==> config.mk <==
export PLATFORM = sky130hd
export DESIGN_NAME = me_mv_sequencer
export DESIGN_NICKNAME = d
export VERILOG_FILES = /design/src/rtl/me_mv_sequencer.sv
export SDC_FILE = /design/constraint.sdc
export NUM_CORES = 1
export LEC_CHECK = 0
export CAP_MARGIN = 40
export CORE_ASPECT_RATIO = 0.75
export CORE_MARGIN = 4
export CORE_UTILIZATION = 57
export CTS_CLUSTER_SIZE = 24
export DETAILED_ROUTE_END_ITERATION = 16
export GPL_TIMING_DRIVEN = 0
export PLACE_DENSITY = 0.85
export SYNTH_ARGS = -nofsm -noshare
export SYNTH_HDL_FRONTEND = slang
export SYNTH_SLANG_ARGS = --single-unit
==> constraint.sdc <==
create_clock -name clk -period 5.25 [get_ports clk]
set_input_delay 1.05 -clock clk [delete_from_list [all_inputs] [get_ports clk]]
set_output_delay 1.05 -clock clk [all_outputs]
set_load 0.005 [all_outputs]
==> src/rtl/me_mv_sequencer.sv <==
// Frame sequencer behind the full-search ME core: per-macroblock req/ack, index-to-MV
// conversion by repeated subtraction, valid/ready result port. Option: ME_INTRA_FLAG_EN.
module me_mv_sequencer #(
   parameter int SAD_WIDTH = 16,
   parameter int CNT_WIDTH = 12,
   parameter int TB_LENGTH = 16,
   parameter int SW_LENGTH = 64,
   parameter int MB_WIDTH  = 10,
   parameter int MV_WIDTH  = 7
) (
   input  logic                 clk,
   input  logic                 rst_n,
   input  logic                 start,
   input  logic [MB_WIDTH-1:0]  num_mb,
   output logic                 busy,
   output logic                 done,
   output logic                 me_req,
   input  logic                 me_ack,
   input  logic [CNT_WIDTH-1:0] me_min_cnt,
   input  logic [SAD_WIDTH-1:0] me_min_sad,
   output logic                 out_valid,
   input  logic                 out_ready,
   output logic [MB_WIDTH-1:0]  out_mb_idx,
   output logic [MV_WIDTH-1:0]  out_mv_x,
   output logic [MV_WIDTH-1:0]  out_mv_y,
   output logic [SAD_WIDTH-1:0] out_sad
`ifdef ME_INTRA_FLAG_EN
   ,
   input  logic [SAD_WIDTH-1:0] sad_thresh,
   output logic                 out_intra
`endif
);

   localparam int POS  = SW_LENGTH - TB_LENGTH + 1;
   localparam int HALF = (SW_LENGTH - TB_LENGTH) / 2;

   localparam logic [CNT_WIDTH-1:0] POS_C    = CNT_WIDTH'(POS);
   localparam logic [CNT_WIDTH:0]   POS_SQ_C = (CNT_WIDTH + 1)'(POS * POS);
   localparam logic [CNT_WIDTH-1:0] HALF_C   = CNT_WIDTH'(HALF);
   localparam logic [MV_WIDTH:0]    HALF_Q   = (MV_WIDTH + 1)'(HALF);

   typedef enum logic [2:0] {IDLE, REQ, DIV, ACKFALL, EMIT} state_t;

   state_t                 state_q;
   logic                   busy_q, done_q, me_req_q, out_valid_q;
   logic [MB_WIDTH-1:0]    num_mb_q, mb_idx_q;
   logic [CNT_WIDTH-1:0]   rem_q;
   logic [MV_WIDTH:0]      q_q;
   logic [SAD_WIDTH-1:0]   sad_q;
   logic                   oor_q;
   logic [MB_WIDTH-1:0]    out_mb_idx_q;
   logic [MV_WIDTH-1:0]    out_mv_x_q, out_mv_y_q;
   logic [SAD_WIDTH-1:0]   out_sad_q;

   logic [MV_WIDTH-1:0]    mv_x_d, mv_y_d;
   logic                   last_mb_d;

   // Quotient is the outer (x) index, remainder the inner (y) index.
   assign mv_x_d    = oor_q ? '0 : MV_WIDTH'(q_q - HALF_Q);
   assign mv_y_d    = oor_q ? '0 : MV_WIDTH'(rem_q - HALF_C);
   assign last_mb_d = (mb_idx_q == num_mb_q - MB_WIDTH'(1));

`ifdef ME_INTRA_FLAG_EN
   logic out_intra_q;
   always_ff @(posedge clk or negedge rst_n) begin
      if (!rst_n) begin
         out_intra_q <= 1'b0;
      end else if (state_q == ACKFALL && !me_ack) begin
         out_intra_q <= (sad_q >= sad_thresh);
      end
   end
   assign out_intra = out_intra_q;
`endif

   always_ff @(posedge clk or negedge rst_n) begin
      if (!rst_n) begin
         state_q      <= IDLE;
         busy_q       <= 1'b0;
         done_q       <= 1'b0;
         me_req_q     <= 1'b0;
         out_valid_q  <= 1'b0;
         num_mb_q     <= '0;
         mb_idx_q     <= '0;
         rem_q        <= '0;
         q_q          <= '0;
         sad_q        <= '0;
         oor_q        <= 1'b0;
         out_mb_idx_q <= '0;
         out_mv_x_q   <= '0;
         out_mv_y_q   <= '0;
         out_sad_q    <= '0;
      end else begin
         done_q <= 1'b0;
         case (state_q)
            IDLE: begin
               if (start) begin
                  if (num_mb == '0) begin
                     done_q <= 1'b1;
                  end else begin
                     num_mb_q <= num_mb;
                     mb_idx_q <= '0;
                     busy_q   <= 1'b1;
                     me_req_q <= !me_ack;
                     state_q  <= REQ;
                  end
               end
            end
            REQ: begin
               // A request is only raised once the core has released ack.
               if (me_req_q && me_ack) begin
                  rem_q    <= me_min_cnt;
                  sad_q    <= me_min_sad;
                  oor_q    <= ({1'b0, me_min_cnt} >= POS_SQ_C);
                  q_q      <= '0;
                  me_req_q <= 1'b0;
                  state_q  <= DIV;
               end else if (!me_req_q && !me_ack) begin
                  me_req_q <= 1'b1;
               end
            end
            DIV: begin
               if (rem_q >= POS_C) begin
                  rem_q <= rem_q - POS_C;
                  q_q   <= q_q + 1'b1;
               end else begin
                  state_q <= ACKFALL;
               end
            end
            ACKFALL: begin
               if (!me_ack) begin
                  out_mb_idx_q <= mb_idx_q;
                  out_mv_x_q   <= mv_x_d;
                  out_mv_y_q   <= mv_y_d;
                  out_sad_q    <= sad_q;
                  out_valid_q  <= 1'b1;
                  state_q      <= EMIT;
               end
            end
            EMIT: begin
               if (out_ready) begin
                  out_valid_q <= 1'b0;
                  if (last_mb_d) begin
                     done_q  <= 1'b1;
                     busy_q  <= 1'b0;
                     state_q <= IDLE;
                  end else begin
                     mb_idx_q <= mb_idx_q + MB_WIDTH'(1);
                     me_req_q <= !me_ack;
                     state_q  <= REQ;
                  end
               end
            end
            default: state_q <= IDLE;
         endcase
      end
   end

   assign busy       = busy_q;
   assign done       = done_q;
   assign me_req     = me_req_q;
   assign out_valid  = out_valid_q;
   assign out_mb_idx = out_mb_idx_q;
   assign out_mv_x   = out_mv_x_q;
   assign out_mv_y   = out_mv_y_q;
   assign out_sad    = out_sad_q;

endmodule

==> key figures, run 1 <==
Cells and area
  – Inserted Diodes: 0
  – Area grow syn2layout: 26.5%
  – Final Core Density: 74.5%
  – Nets: 633
  – Share of cells above drive strength 1: 12.8%

Clock tree
  – H-tree depth reported by CTS: 3
  – Num Clock Sinks: 103
  – Post-CTS Setup Inserts: 0
  – CTS buffer count: 9
  – Clk slew on worst S/H paths: 70 ps
  – Root buf cell: clkbuf_16
  – Clk buf depth: 2
  – Clock Latency Late Sink: 340 ps
  – CTS tree: yes
  – Post-cts resize count: 0
  – Hold_buf cts: 0

Die
  – Top Ports: 87
  – Core ar.: 8530 sq um
  – Initial core utilization: 58.9%
  – DIE AREA: 10400 sq um
  – Row Count: 29
  – Die X-Extent: around 120 um
  – Die H: 89.3 um

Synthesis
  – Post-Syn Instances: 482
  – Post-Syn Nets: between 500 and 600
  – Synth unique cells: 54
  – Top post-synthesis cells by count: dfrtp_1 (103), nand2_1 (67), mux2_2 (42), o21ai_0 (33), a21oi_1 (28)
  – Async SR Flop Fraction: 100%
  – Top_reg_cell synth: dfrtp_1
  – Yosys Warn Count: 0
  – Avg Inst Size Synth: 10.4 sq um
  – EDFF count, synth: 0
  – Cell accounting for the most synthesized area: dfrtp_1
  – Share of the synthesized area in the top cell type: 51.3%
  – Yosys reg bits: 103
  – Synth area leaders: dfrtp_1 (51%), mux2_2 (9.4%), nand2_1 (5.0%)
  – Count leader, synth: dfrtp_1
  – Sequential share of the synthesized area: between 50% and 60%
  – Synthesized cell area: a little over 5000 sq um

Worst setup path
  – Worst path max stage delay: approximately 630 ps
  – Worst EP arrival: 3270 ps
  – Critical path required time: 5460 ps
  – Critical Path Source Type: input port
  – Worst Setup Path Type: input port to flop
  – Slowest cell on the critical path: a21boi_0
  – Critical Path, Cell by Cell: clkdlybuf4s50_1, nor4_1, nand3_1, a21boi_0, nor3_1, o311ai_0, xor2_1, nor2_1
  – Crit path capture type: flop
  – Worst path top cell family by delay: compound AO/OA/AOI/OAI gates
  – Worst Path Max Fanout: 6
  – Buf/Inv on CP: 1

Pwr
  – Total power: around 3.4 mW
  – Worst VDD drop: 372 uV
  – Pwr/cell area: 538 nW/um^2
  – Leakage: 2.72 nW

GRT
  – Pin count of the biggest net entering global routing: 57
  – Vias in the first global route: 4108
  – GRT Total Usage: 24.5%
  – First-pass GRT wire length: 19800 um
  – Total grt overflow: 0
  – Initial antenna violation count: 0

STA
  – Fin crit share: 58.2%
  – Min Hold Slack: 482 ps
  – RSZ-0062 raised after global routing: no
  – Worst-Margin Slew: 727 ps
  – Fmax: 327 MHz
  – Worst slew margin: 51.1%
  – # setup viols final: 0
  – Clock Skews: 4.43 ps
  – Slew Viols, Final: 0
  – Period minus WS final: just over 3000 ps
  – Endpoints failing hold: 0

Routing
  – DRT Wirelength: 12000 um
  – Total iterations of the first detailed-routing run: 5
  – Via-to-Cell Ratio: 5.90
  – Drt initial violations: 272
  – # DRC: 0
  – Vias: 4086
  – Wire per inst: 17.3 um
  – Post-route ant nets: 0

Outcome
  – Outcome: finished, final reports clean

Placement
  – IO Port Bufs: 86
  – Gpl congestion: 0.939
  – DP HPWL: 8910 um

Run
  – Max Cap Violations: 0

Hold path
  – Hold/Removal Path Class: flop to flop
==> placed cells by master (no fill, tap or decap), drive strengths merged, types with 2 or more instances in the layout <==
cell type / Yosys / routed
and2: 4 / 4
xor2: 12 / 12
a31oi: 2 / 2
o311ai: 3 / 3
clkdlybuf4s50: 0 / 85
nand2: 67 / 67
nand2b: 2 / 2
or3b: 2 / 2
nor3b: 2 / 2
clkbuf: 18 / 28
xnor2: 13 / 13
mux2: 43 / 43
a21oi: 28 / 28
clkinv: 0 / 2
buf: 5 / 8
nand3: 10 / 10
nor2b: 3 / 3
o311a: 2 / 2
nand3b: 2 / 2
nor4: 8 / 8
or3: 10 / 10
a21o: 3 / 3
nand4: 6 / 6
mux2i: 2 / 2
a22oi: 2 / 2
nor2: 27 / 27
a22o: 3 / 3
dfrtp: 103 / 103
or4: 3 / 3
o21ai: 33 / 33
o22ai: 4 / 4
o31ai: 11 / 11
o21a: 4 / 4
inv: 10 / 12
nor3: 14 / 14
and3: 3 / 3
ha: 9 / 9
==> through the flow <==
step                      instance area [sq um]  std cells  setup TNS (ps)  setup WS [ps]
after CTS                                  6360        693               0           2270
after floorplan                            5030        482               0           2670
after detailed placement                   6050        678               0           1980
after global routing                       6360        693               0           2050
final                                      6360        693               0           2190
after global placement                     6020        676          -63430           -621
==> layer usage <==
layer  up-vias  share of wire, %  global-route usage [%]
met1      2006                43                    31.6
met3        17               9.1                    9.00
met4         0               1.3                    6.11
met5         -                 0                       0
met2       148                47                    39.8
li1       1915                 -                       -
==> worst paths after layout <==
| kind | startpoint | endpoint | slack, ps | cells past startpoint |
|---|---|---|---|---|
| setup / recovery | num_mb[0] | mb_idx_q[2]$_DFFE_PN0P_ | 2190 | 8 |
| hold / removal | out_mv_x[0]$_DFFE_PN0P_ | out_mv_x[0]$_DFFE_PN0P_ | 480 | 2 |
| setup reg to reg | rem_q[0]$_DFFE_PN0P_ | rem_q[1]$_DFFE_PN0P_ | 2360 | 9 |
| hold reg to reg | out_mv_x[0]$_DFFE_PN0P_ | out_mv_x[0]$_DFFE_PN0P_ | 480 | 2 |
| max in group asynchronous | rst_n | out_mv_y[3]$_DFFE_PN0P_ | 3850 | 2 |
| min in group asynchronous | rst_n | sad_q[13]$_DFFE_PN0P_ | 710 | 1 |
==> state kept, by name, indices dropped and copies added (netlist names) <==
name and cells:
busy 1, done 1, mb_idx_q 10, me_req 1
num_mb_q 10, oor_q 1, out_mb_idx 10, out_mv_x 7
out_mv_y 7, out_sad 16, out_valid 1, q_q 7
rem_q 12, sad_q 16, state_q 3
==> worst reg2reg max path, stage by stage (launching register included) <==
cell	delay (ps)
dfrtp_1	430
inv_1	100
ha_1	220
or3b_1	430
a211o_1	360
o41ai_1	460
a21oi_1	210
clkbuf_1	280
o211ai_1	160
o21ai_0	110
==> layout make-up <==
class	count	area [sq um]
fillers	594	2170
flip-flops and latches	103	2580
multi-input cells	346	2310
well taps	108	135
repair buffers	88	891
clock inverters	5	65.1
clock buffers	10	239
inverters	10	37.5
plain buffers	23	103
==> logic make-up after synthesis <==
| logic type | share of synthesized area, % |
|---|---|
| compound gates | 12.5 |
| xor+xnor | 4.36 |
| fa+ha+maj | 2.24 |
| buf+inv | 2.79 |
| flops | 51.3 |
| mux | 10.1 |
| simple gates | 16.8 |
==> report_power, final <==
part	switching, mW	internal [mW]
registers	0.246	1.09
clock network	0.297	0.385
logic	0.693	0.708
total	1.24	2.18
Power figures use the tool's default switching activity.
==> inputs of run 2 (changes only) <==
- CORE_UTILIZATION: 57 -> 53
- PLACE_DENSITY: 0.85 -> 0.8
- clock period: 5.25 -> 3.1 ns (I/O delays scaled with it)
==> run 2 against run 1 <==
Against the previous run:
- via count shrank 0.71%
- global-route usage shrank 1.8 points
- total power grew 73%
- sequential share of layout area shrank 0.38 points
- wire length grew 0.99%
- design area grew 0.94%
- die area grew 6.9%
- hold slack lost 150 ps
- cell count grew 2.9%
- largest cell class unchanged
- highest routed layer unchanged
==> key figures, run 2 (synthesis results as in run 1) <==
Outcome
  – Outcome: finished, final reports clean

Clock tree
  – Hold_buf cts: 0
  – Clk slew on worst S/H paths: 70 ps
  – Clk buf depth: 2
  – H-tree depth reported by CTS: 3
  – CTS buffer count: 9
  – Root buf cell: clkbuf_16
  – Num Clock Sinks: 103
  – Clock Latency Late Sink: 350 ps
  – CTS tree: yes

Placement
  – DP HPWL: 8820 um
  – Gpl congestion: 0.876
  – IO Port Bufs: 86
  – Dpl cells: 697
  – Placed Area: around 6000 sq um
  – Dpl ws: -134 ps

Pwr
  – Pwr/cell area: roughly 920 nW/um^2
  – Power share of the clock group: 21.5%
  – Switching share of total power: 36.0%
  – Flop pwr share: 38.3%
  – Net Sw Power: 2.13 mW
  – Internal: approximately 3.8 mW
  – Total power: between 5 and 6 mW
  – Logic pwr share: around 40%
  – Worst VDD drop: 556 uV
  – Leakage: 2.73 nW

Worst setup path
  – Critical path required time: 3300 ps
  – R2R Setup Slk: 190 ps
  – Worst reg2reg path endpoint: rem_q[4]$_DFFE_PN0P_
  – RR Startpoint: rem_q[0]$_DFFE_PN0P_
  – Crit path capture type: flop
  – Worst EP arrival: 3110 ps
  – Critical Path Source Type: flop
  – FF-to-FF path depth: 9
  – Worst Path Max Fanout: 10
  – Worst Setup Path Type: flop to flop

Cells and area
  – # fillers: around 710
  – Layout Cells excl Fill: 713
  – Final Core Density: between 70 and 80%
  – Inserted Diodes: 0
  – Multi-input logic area: roughly 2300 sq um
  – Area grow syn2layout: 27.7%
  – Nets: 632
  – Final Instance Area: 6420 sq um
  – Most frequent cells in the layout: dfrtp_1 (103), clkdlybuf4s50_1 (85), nand2_1 (67)
  – Share of cells above drive strength 1: 13.0%
  – Reg area: 2580 sq um
  – Commonest non-fill, non-tap cell in the layout: dfrtp_1

GRT
  – GRT Total Usage: 22.7%
  – Pin count of the biggest net entering global routing: 58
  – Total grt overflow: 0
  – First-pass GRT wire length: a little over 20000 um
  – Vias in the first global route: 4128
  – Initial antenna violation count: 0

Routing
  – Vias: 4057
  – DRT Wirelength: 12100 um
  – Total iterations of the first detailed-routing run: 4
  – Drt initial violations: 304
  – Wire per inst: 16.9 um
  – Via-to-Cell Ratio: 5.69
  – Post-route ant nets: 0
  – # DRC: 0

Run
  – Max Cap Violations: 0

Die
  – Initial core utilization: 54.9%
  – Die X-Extent: approximately 120 um
  – Top Ports: 87
  – DIE AREA: 11100 sq um
  – Row Count: 30
  – Core ar.: 9160 sq um
  – Die H: about 92 um

STA
  – RSZ-0062 raised after global routing: no
  – Setup ws final: 193 ps
  – Setup TNS: 0 ps
  – Fmax: 344 MHz
  – Fin crit share: 93.8%
  – Clock Skews: between 9 and 10 ps
  – Worst slew margin: 37.1%
  – # setup viols final: 0
  – Slew Viols, Final: 0
  – Worst-Margin Slew: approximately 940 ps
  – Endpoints failing hold: 0
  – Period minus WS final: between 2000 and 3000 ps
  – Min Hold Slack: 330 ps

Hold path
  – Hold/Removal Path Class: input port to async pin
-- run 2: changes by cell type in the layout (fill, tap and decap cells not counted), sizes merged --
cell | before | now
inv | 12 | 14
bufinv | 1 | 2
buf | 8 | 7
clkinv | 2 | 0
-- run 2: worst max path at each step --
stage	startpoint	end
after floorplan	rem_q[0]$_DFFE_PN0P_	q_q[6]$_DFFE_PN0P_
after global placement	rst_n	rem_q[3]$_DFFE_PN0P_
after detailed placement	me_ack	sad_q[4]$_DFFE_PN0P_
after CTS	rem_q[0]$_DFFE_PN0P_	rem_q[4]$_DFFE_PN0P_
after global routing	rem_q[0]$_DFFE_PN0P_	rem_q[3]$_DFFE_PN0P_
final	rem_q[0]$_DFFE_PN0P_	rem_q[4]$_DFFE_PN0P_
-- run 2: critical path, stage by stage (launching register included) --
cell	delay, ps
dfrtp_1	430
inv_1	100
ha_1	220
or3b_1	430
a211o_1	370
o41ai_2	410
a21oi_1	230
clkbuf_1	300
a21oi_1	210
a21oi_1	60
-- run 2: final cells by class --
type | count | share of cell area (%)
Multi-Input combinational cell | 346 | 36.1
Buffer | 23 | 1.60
Clock buffer | 10 | 3.72
Sequential cell | 103 | 40.2
Timing Repair Buffer | 87 | 13.8
Tap cell | 128 | 2.50
Inverter | 10 | 0.585
Clock inverter | 6 | 1.52
-- run 2: power by group through the flow --
| stage | clock network [mW] | registers, mW | logic (mW) |
|---|---|---|---|
| floorplan | 0 | 2.18 | 1.48 |
| global placement | 0 | 2.24 | 2.26 |
| detailed placement | 0 | 2.27 | 2.37 |
| CTS | 1.29 | 2.25 | 2.38 |
| global route | 1.35 | 2.33 | 2.63 |
| finish | 1.27 | 2.26 | 2.38 |
-- run 2: layer usage --
layer / global-route usage, % / routed length (um) / vias up
li1: - / - / 1913
met1: 30.4 / 5330 / 1984
met2: 34.8 / 5620 / 150
met3: 8.49 / 1040 / 10
met4: 6.42 / 96 / 0
met5: 0 / 0 / -
-- run 2: what timing repair did --
action                                  CTS  global route
hold endpoints to repair                  0             0
buffers inserted                          0             0
gates resized for setup                   0             1
endpoints found under the setup margin    0             7
==> inputs of run 3 (changes only) <==
- SETUP_SLACK_MARGIN: not set -> 0.1
==> run 3 against run 2 <==
Against the previous run:
- critical endpoint unchanged
- flip-flop and latch count did not move
- cell count did not move
- hold slack got worse by 3.3 ps
- largest cell class unchanged
- via count fell by 0.12%
==> key figures, run 3 (synthesis results as in run 1) <==
Routing
  – Drt initial violations: between 300 and 400
  – # DRC: 0
  – Wire per inst: between 15 and 20 um
  – Via-to-Cell Ratio: 5.68
  – DRT Wirelength: 12100 um
  – Vias: 4052
  – Total iterations of the first detailed-routing run: 5
  – Post-route ant nets: 0

Clock tree
  – Post-CTS Setup Inserts: 0
  – CTS buffer count: 9
  – Num Clock Sinks: approximately 100
  – H-tree depth reported by CTS: 3
  – CTS tree: yes
  – Clock Latency Late Sink: 350 ps
  – Clk buf depth: 2
  – Root buf cell: clkbuf_16
  – Clk slew on worst S/H paths: around 70 ps

STA
  – Setup ws final: 276 ps
  – Worst-Margin Slew: 758 ps
  – # setup viols final: 0
  – RSZ-0062 raised after global routing: no
  – Slew Viols, Final: 0
  – Min Hold Slack: between 300 and 400 ps
  – Endpoints failing hold: 0
  – Fin crit share: between 90 and 100%
  – Clock Skews: 9.36 ps
  – Fmax: 354 MHz
  – Period minus WS final: approximately 2800 ps
  – Worst slew margin: 49.0%

Placement
  – DP HPWL: 8820 um
  – Gpl congestion: 0.876
  – IO Port Bufs: 86
  – Dpl ws: -134 ps

Cells and area
  – Inserted Diodes: 0
  – Nets: 632
  – Commonest non-fill, non-tap cell in the layout: dfrtp_1
  – Final Core Density: 70.1%
  – Most frequent cells in the layout: dfrtp_1 (103), clkdlybuf4s50_1 (85), nand2_1 (67)
  – Area grow syn2layout: 27.8%
  – Share of cells above drive strength 1: 13.3%

Hold path
  – Hold/Removal Path Class: input port to async pin

GRT
  – First-pass GRT wire length: 20200 um
  – Initial antenna violation count: 0
  – Total grt overflow: 0
  – Pin count of the biggest net entering global routing: 58
  – Vias in the first global route: a little over 4000
  – GRT Total Usage: 22.7%

Worst setup path
  – Critical Path Source Type: flop
  – Critical path required time: ~3300 ps
  – Slowest cell on the critical path: dfrtp_1
  – Worst path top cell family by delay: compound AO/OA/AOI/OAI gates
  – Crit path capture type: flop
  – Worst Path Max Fanout: 10
  – Critical Path, Cell by Cell: inv_1, ha_1, or3b_1, a211o_1, o41ai_2, a21oi_1, clkbuf_2, a21oi_1, a21oi_1
  – Worst Setup Path Type: flop to flop
  – Buf/Inv on CP: 2
  – Most frequent CP cell: a21oi_1
  – Worst EP arrival: 3050 ps
  – Worst path max stage delay: 430 ps

Run
  – Max Cap Violations: 0

Die
  – Top Ports: 87
  – Row Count: 30
  – Core ar.: 9160 sq um
  – Initial core utilization: 54.9%
  – Die X-Extent: between 100 and 150 um
  – DIE AREA: 11100 sq um
  – Die H: 92.3 um

Pwr
  – Total power: 5.92 mW
  – Pwr/cell area: 922 nW/um^2
  – Leakage: 2.74 nW
  – Worst VDD drop: 556 uV

Outcome
  – Outcome: finished, final reports clean
## run 3: cell count changes in the layout (fill, tap and decap cells not counted)
cell / before / now
nor3b_1: 2 / 1
nor3b_2: 0 / 1
clkbuf_1: 17 / 16
clkbuf_2: 1 / 2
## run 3: path summary, 6_finish.rpt
kind / cells past startpoint / end / from / slack [ps]
max: 9 / rem_q[4]$_DFFE_PN0P_ / rem_q[0]$_DFFE_PN0P_ / 280
min: 1 / sad_q[10]$_DFFE_PN0P_ / rst_n / 330
max reg2reg: 9 / rem_q[4]$_DFFE_PN0P_ / rem_q[0]$_DFFE_PN0P_ / 280
min reg2reg: 2 / out_mv_y[5]$_DFFE_PN0P_ / out_mv_y[5]$_DFFE_PN0P_ / 480
max in group asynchronous: 2 / num_mb_q[0]$_DFFE_PN0P_ / rst_n / 2060
min in group clk: 2 / out_mv_y[5]$_DFFE_PN0P_ / out_mv_y[5]$_DFFE_PN0P_ / 480
## run 3: per-layer routing
metal / up-vias / track usage [%] / share of wire (%) / wire (um)
li1: 1907 / - / - / -
met1: 1974 / 30.4 / 44 / 5370
met2: 152 / 34.8 / 46 / 5580
met3: 19 / 8.49 / 8.7 / 1050
met4: 0 / 6.42 / 1.1 / 128
met5: - / 0 / 0 / 0
## run 3: per-stage QoR
stage / instances / TNS (ps) / area [sq um]
final: 713 / 0 / 6420
after CTS: 713 / 0 / 6410
after global placement: 696 / -248960 / 6050
after detailed placement: 697 / -1340 / 6070
after floorplan: 482 / 0 / 5030
after global routing: 713 / 0 / 6420
## run 3: worst reg2reg max path, stage by stage, from the launching register on
cell and delay, ps:
dfrtp_1 430, inv_1 100, ha_1 220, or3b_1 430, a211o_1 370, o41ai_2 410, a21oi_1 240, clkbuf_2 260
a21oi_1 180, a21oi_1 60
## run 3: layout make-up
cell class	count	area, sq um
multi-input cells	346	2320
flip-flops and latches	103	2580
fillers	709	2740
inverters	10	37.5
clock buffers	10	239
clock inverters	6	97.6
plain buffers	23	104
well taps	128	160
repair buffers	87	886
## run 3: repair_timing
item                       in CTS  in global routing
resized for setup               0                  4
hold buffers                    0                  0
setup endpoints to repair       0                 25
## run 3: report_power, final
group          leakage, nW  total [mW]  switching, mW  internal (mW)
Combinational         1.27        2.38           1.18           1.20
Sequential            1.30        2.26          0.418           1.84
Clock                0.166        1.28          0.530          0.745
Total                 2.74        5.92           2.13           3.79
==> edit 1, RTL diff (flow settings as in run 1) <==
The option `ME_INTRA_FLAG_EN` is turned on by a define.
--- a/src/rtl/me_mv_sequencer.sv
+++ b/src/rtl/me_mv_sequencer.sv
@@ -1,4 +1,6 @@
 // Frame sequencer behind the full-search ME core: per-macroblock req/ack, index-to-MV
 // conversion by repeated subtraction, valid/ready result port. Option: ME_INTRA_FLAG_EN.
+`define ME_INTRA_FLAG_EN
+
 module me_mv_sequencer #(
    parameter int SAD_WIDTH = 16,
Interface: changed (added out_intra and sad_thresh); port bits go from 87 to 104. The function was not compared with the original's and may differ.
==> edit 1 against run 1 <==
Sequential cell count grew 1. First-iteration DRC count rose by 65%. Register-to-register slack worse by 390 ps. Worst setup slack got worse by 270 ps. Area after synthesis increased by 7.0%. Clock power is 4.4% higher. Wire length up 12%. Non-clock buffer count increased by 13. Power is 6.8% higher. Synthesized cell count grew 11%. Final area increased by 8.7%.
==> edit 1: results (changes against run 1) <==
GPL Wtd Cong 0.897 (was 0.939); multi-input gates 381 (was 346); P_clk 712 uW (was 682 uW); Post-synth top cells dfrtp_1, nand2_1, mux2_2, o21ai_0, a21oi_1 (unchanged); Layout Skew 6.07 ps (was 4.43 ps); CP endpoint num_mb_q[5] (was mb_idx_q[2]); first-pass GRT wire length 22100 um (was 19800 um); number of DRC markers in iteration 0 449 (was 272); Seq group 1.38 mW (was 1.34 mW); clock buf count 10 (unchanged); Lkg Pwr 3.11 nW (was 2.72 nW); ClkCell Share 4.53% (was 4.78%); Slowest cell on crit path clkdlybuf4s50_1 (was a21boi_0); Clock Pin Slew Worst Setup and Hold Paths 70 ps (about the same); Logic inverters 30 (was 10); largest net degree at the start of global routing 65 (was 57); FF-to-FF End q_q[1] (was rem_q[1]); area occupied by multi-input gates 2580 sq um (was 2310 sq um); outcome completed (unchanged); total routing usage reported by global routing 25.0% (was 24.5%); buffer share of cell area 16.4% (was 15.6%); Critical Path AT 3610 ps (was 3270 ps); CP Max Fanout 10 (was 6); Worst Setup Slack post-DPL 1610 ps (was 1980 ps); largest cells by area after synthesis dfrtp_1, mux2_2, ha_1 (was dfrtp_1, mux2_2, nand2_1); vias after detailed routing 4530 (was 4086); Sw Pwr 1.33 mW (was 1.24 mW); Cell variety after synth 55 (was 54); cell family with most CP delay buffers and inverters (was compound AO/OA/AOI/OAI gates); FF-to-FF path depth 8 (was 9); Wirelength per Cell 17.1 um (was 17.3 um); Cell Area, Placed 6590 sq um (was 6050 sq um); Routed Antenna Nets 0 (unchanged); Max-area cell class registers (unchanged); end of the worst hold path out_mv_x[1] (was out_mv_x[0]); Max stage delay on crit path 530 ps (was 630 ps); Max VDD drop 0.305 mV (was 0.372 mV); design area 6910 sq um (was 6360 sq um); fin worst setup slack 1920 ps (was 2190 ps); Final #Nets 734 (was 633); Via-to-Cell Ratio 5.79 (was 5.90); layout cells sized above 1 10.4% (was 12.8%); Seq/Total Area, Yosys 48.4% (was 51.3%); synthesized instance count 535 (was 482); Layout fillers 652 (was 594); Seq cells post-synth 104 (was 103); Post-Place Cells 767 (was 678); relative slew slack 48.5% (was 51.1%); min-delay src out_mv_x[1] (was out_mv_x[0]); post-DP HPWL 10100 um (was 8910 um); Non-clock buffers 124 (was 111); port buffer count 103 (was 86); CP startpoint out_ready (was num_mb[0]); fraction of area in registers 37.7% (was 40.6%); Mapped Nets 619 (was 534); setup slack, reg-to-reg 1970 ps (was 2360 ps); Reg power frac 37.7% (was 39.1%); worst hold margin 480 ps (was 482 ps)
## edit 1: changes by cell type after synthesis, sizes merged, moves of 4 or more
| cell | delta |
|---|---|
| a31oi | +5 |
| xnor2 | -6 |
| ha | +16 |
| nor3 | -4 |
| inv | +20 |
| nand2 | +9 |
| nand2b | +5 |
## edit 1: kinds of logic after synthesis
group / count (synthesis) / synth area share [%]
flops: 104 / 48.4
simple gates: 180 / 16.5
mux: 44 / 9.19
xor+xnor: 20 / 3.26
compound gates: 112 / 13.3
buf+inv: 50 / 3.56
fa+ha+maj: 25 / 5.82
## edit 1: per-layer routing
layer  vias to the layer above  global-route usage [%]  share of wire, %
li1                       2111                       -                 -
met1                      2168                    33.2                43
met2                       220                    39.4                46
met3                        31                    7.58               9.6
met4                         0                    7.44               1.7
met5                         -                    2.88                 0
==> edit 2, RTL diff (settings of run 1) <==
Made on the original files. Encoding of `state_t`: now one-hot (5 bits for 5 states).
--- a/src/rtl/me_mv_sequencer.sv
+++ b/src/rtl/me_mv_sequencer.sv
@@ -40,5 +40,5 @@
    localparam logic [MV_WIDTH:0]    HALF_Q   = (MV_WIDTH + 1)'(HALF);
 
-   typedef enum logic [2:0] {IDLE, REQ, DIV, ACKFALL, EMIT} state_t;
+   typedef enum logic [4:0] {IDLE = 5'b00001, REQ = 5'b00010, DIV = 5'b00100, ACKFALL = 5'b01000, EMIT = 5'b10000} state_t;
 
    state_t                 state_q;
Formal check against the unedited RTL: no difference found for any inputs over 10 cycles, from zero or initial values and one cycle with rst_n low; not proved beyond that.
==> edit 2 against run 1 <==
Critical path depth did not move. Wire length rose by 8.7%. Core utilization rose by 0.54 points. Final area rose by 2.0%. Clock skew rose by 3.5 ps. Sequential cell count rose by 2. Area after synthesis rose by 2.3%. Power fell by 20%. Worst setup slack got worse by 120 ps.
==> edit 2: results (changes against run 1) <==
Synth Area in Adders 2.19% (was 2.24%); met2 WL 6030 um (was 5620 um); ClkCell Share 4.94% (was 4.78%); largest cells by area after synthesis dfrtp_1, nand2_1, mux2_2 (was dfrtp_1, mux2_2, nand2_1); met3 wire len 1140 um (was 1090 um); fraction of area in registers 40.5% (was 40.6%); Worst Setup Slack post-DPL 2000 ps (was 1980 ps); Layout Skew 7.90 ps (was 4.43 ps); First-pass DRT Iterations 6 (was 5); outcome completed (unchanged); Max VDD drop 0.238 mV (was 0.372 mV); Max stage delay on crit path 650 ps (was 630 ps); Post-Place Cells 728 (was 678); xor/xnor share of the synthesized area 3.58% (was 4.36%); Reg power frac 43.1% (was 39.1%); GPL Wtd Cong 0.889 (was 0.939); clock buf count 11 (was 10); Comb pwr share 30.8% (was 41.0%); multiplexer share of the synthesized area 6.08% (was 10.1%); Mapped Nets 585 (was 534); Seq/Total Area, Yosys 51.1% (was 51.3%); vias after detailed routing 4421 (was 4086); met1 WL 5630 um (was 5100 um); syn avg cell area 9.65 sq um (was 10.4 sq um); number of global-route vias before repair 4557 (was 4108); area occupied by multi-input gates 2370 sq um (was 2310 sq um); CP Max Fanout 10 (was 6); first-pass GRT wire length 21900 um (was 19800 um); Logic power comb 846 uW (was 1.40 mW); total CTS buffers 9 (unchanged); Cell Area, Placed 6160 sq um (was 6050 sq um); multi-input gates 393 (was 346); FF-to-FF End rem_q[5] (was rem_q[1]); post-DP HPWL 9500 um (was 8910 um); multi-input gate share of total cell area 36.6% (was 36.3%); Final #Nets 683 (was 633); fin worst setup slack 2070 ps (was 2190 ps); Non-clock buffers 111 (unchanged); final WL 13000 um (was 12000 um); Slowest cell on crit path a2111oi_0 (was a21boi_0); Compound-Gate Fraction of Synth Area 13.2% (was 12.5%); layout cells sized above 1 9.12% (was 12.8%); Lkg Pwr 2.94 nW (was 2.72 nW); FF-to-FF path depth 8 (was 9); largest net degree at the start of global routing 69 (was 57); CP startpoint rem_q[0] (was num_mb[0]); Layout fillers 617 (was 594); non-filler cells, final 744 (was 693)
[edit 2: cell count changes in the layout (fill, tap and decap cells not counted), sizes merged, moves of 5 or more]
cell,before,now
a21oi,28,23
mux2,43,26
nand2,67,116
nand2b,2,8
nand3,10,15
nor2,27,34
nor3,14,8
o21ai,33,28
[edit 2: how the worst min path moves through the flow]
stage / from / end / slack (ps)
floorplan: sad_q[0] / sad_q[0] / 440
global placement: sad_q[8] / sad_q[8] / 450
detailed placement: sad_q[8] / sad_q[8] / 460
CTS: sad_q[8] / sad_q[8] / 480
global route: sad_q[3] / sad_q[3] / 500
finish: sad_q[4] / sad_q[4] / 470
[edit 2: cells by family after synthesis]
logic type      count (synthesis)
simple gates                  230
compound gates                105
flops                         105
buf+inv                        35
mux                            28
xor+xnor                       21
fa+ha+maj                       9
[edit 2: per-layer routing]
metal	vias to the layer above	GRT usage, %
li1	2069	-
met1	2146	34.4
met2	183	39.3
met3	23	7.76
met4	0	7.71
met5	-	0
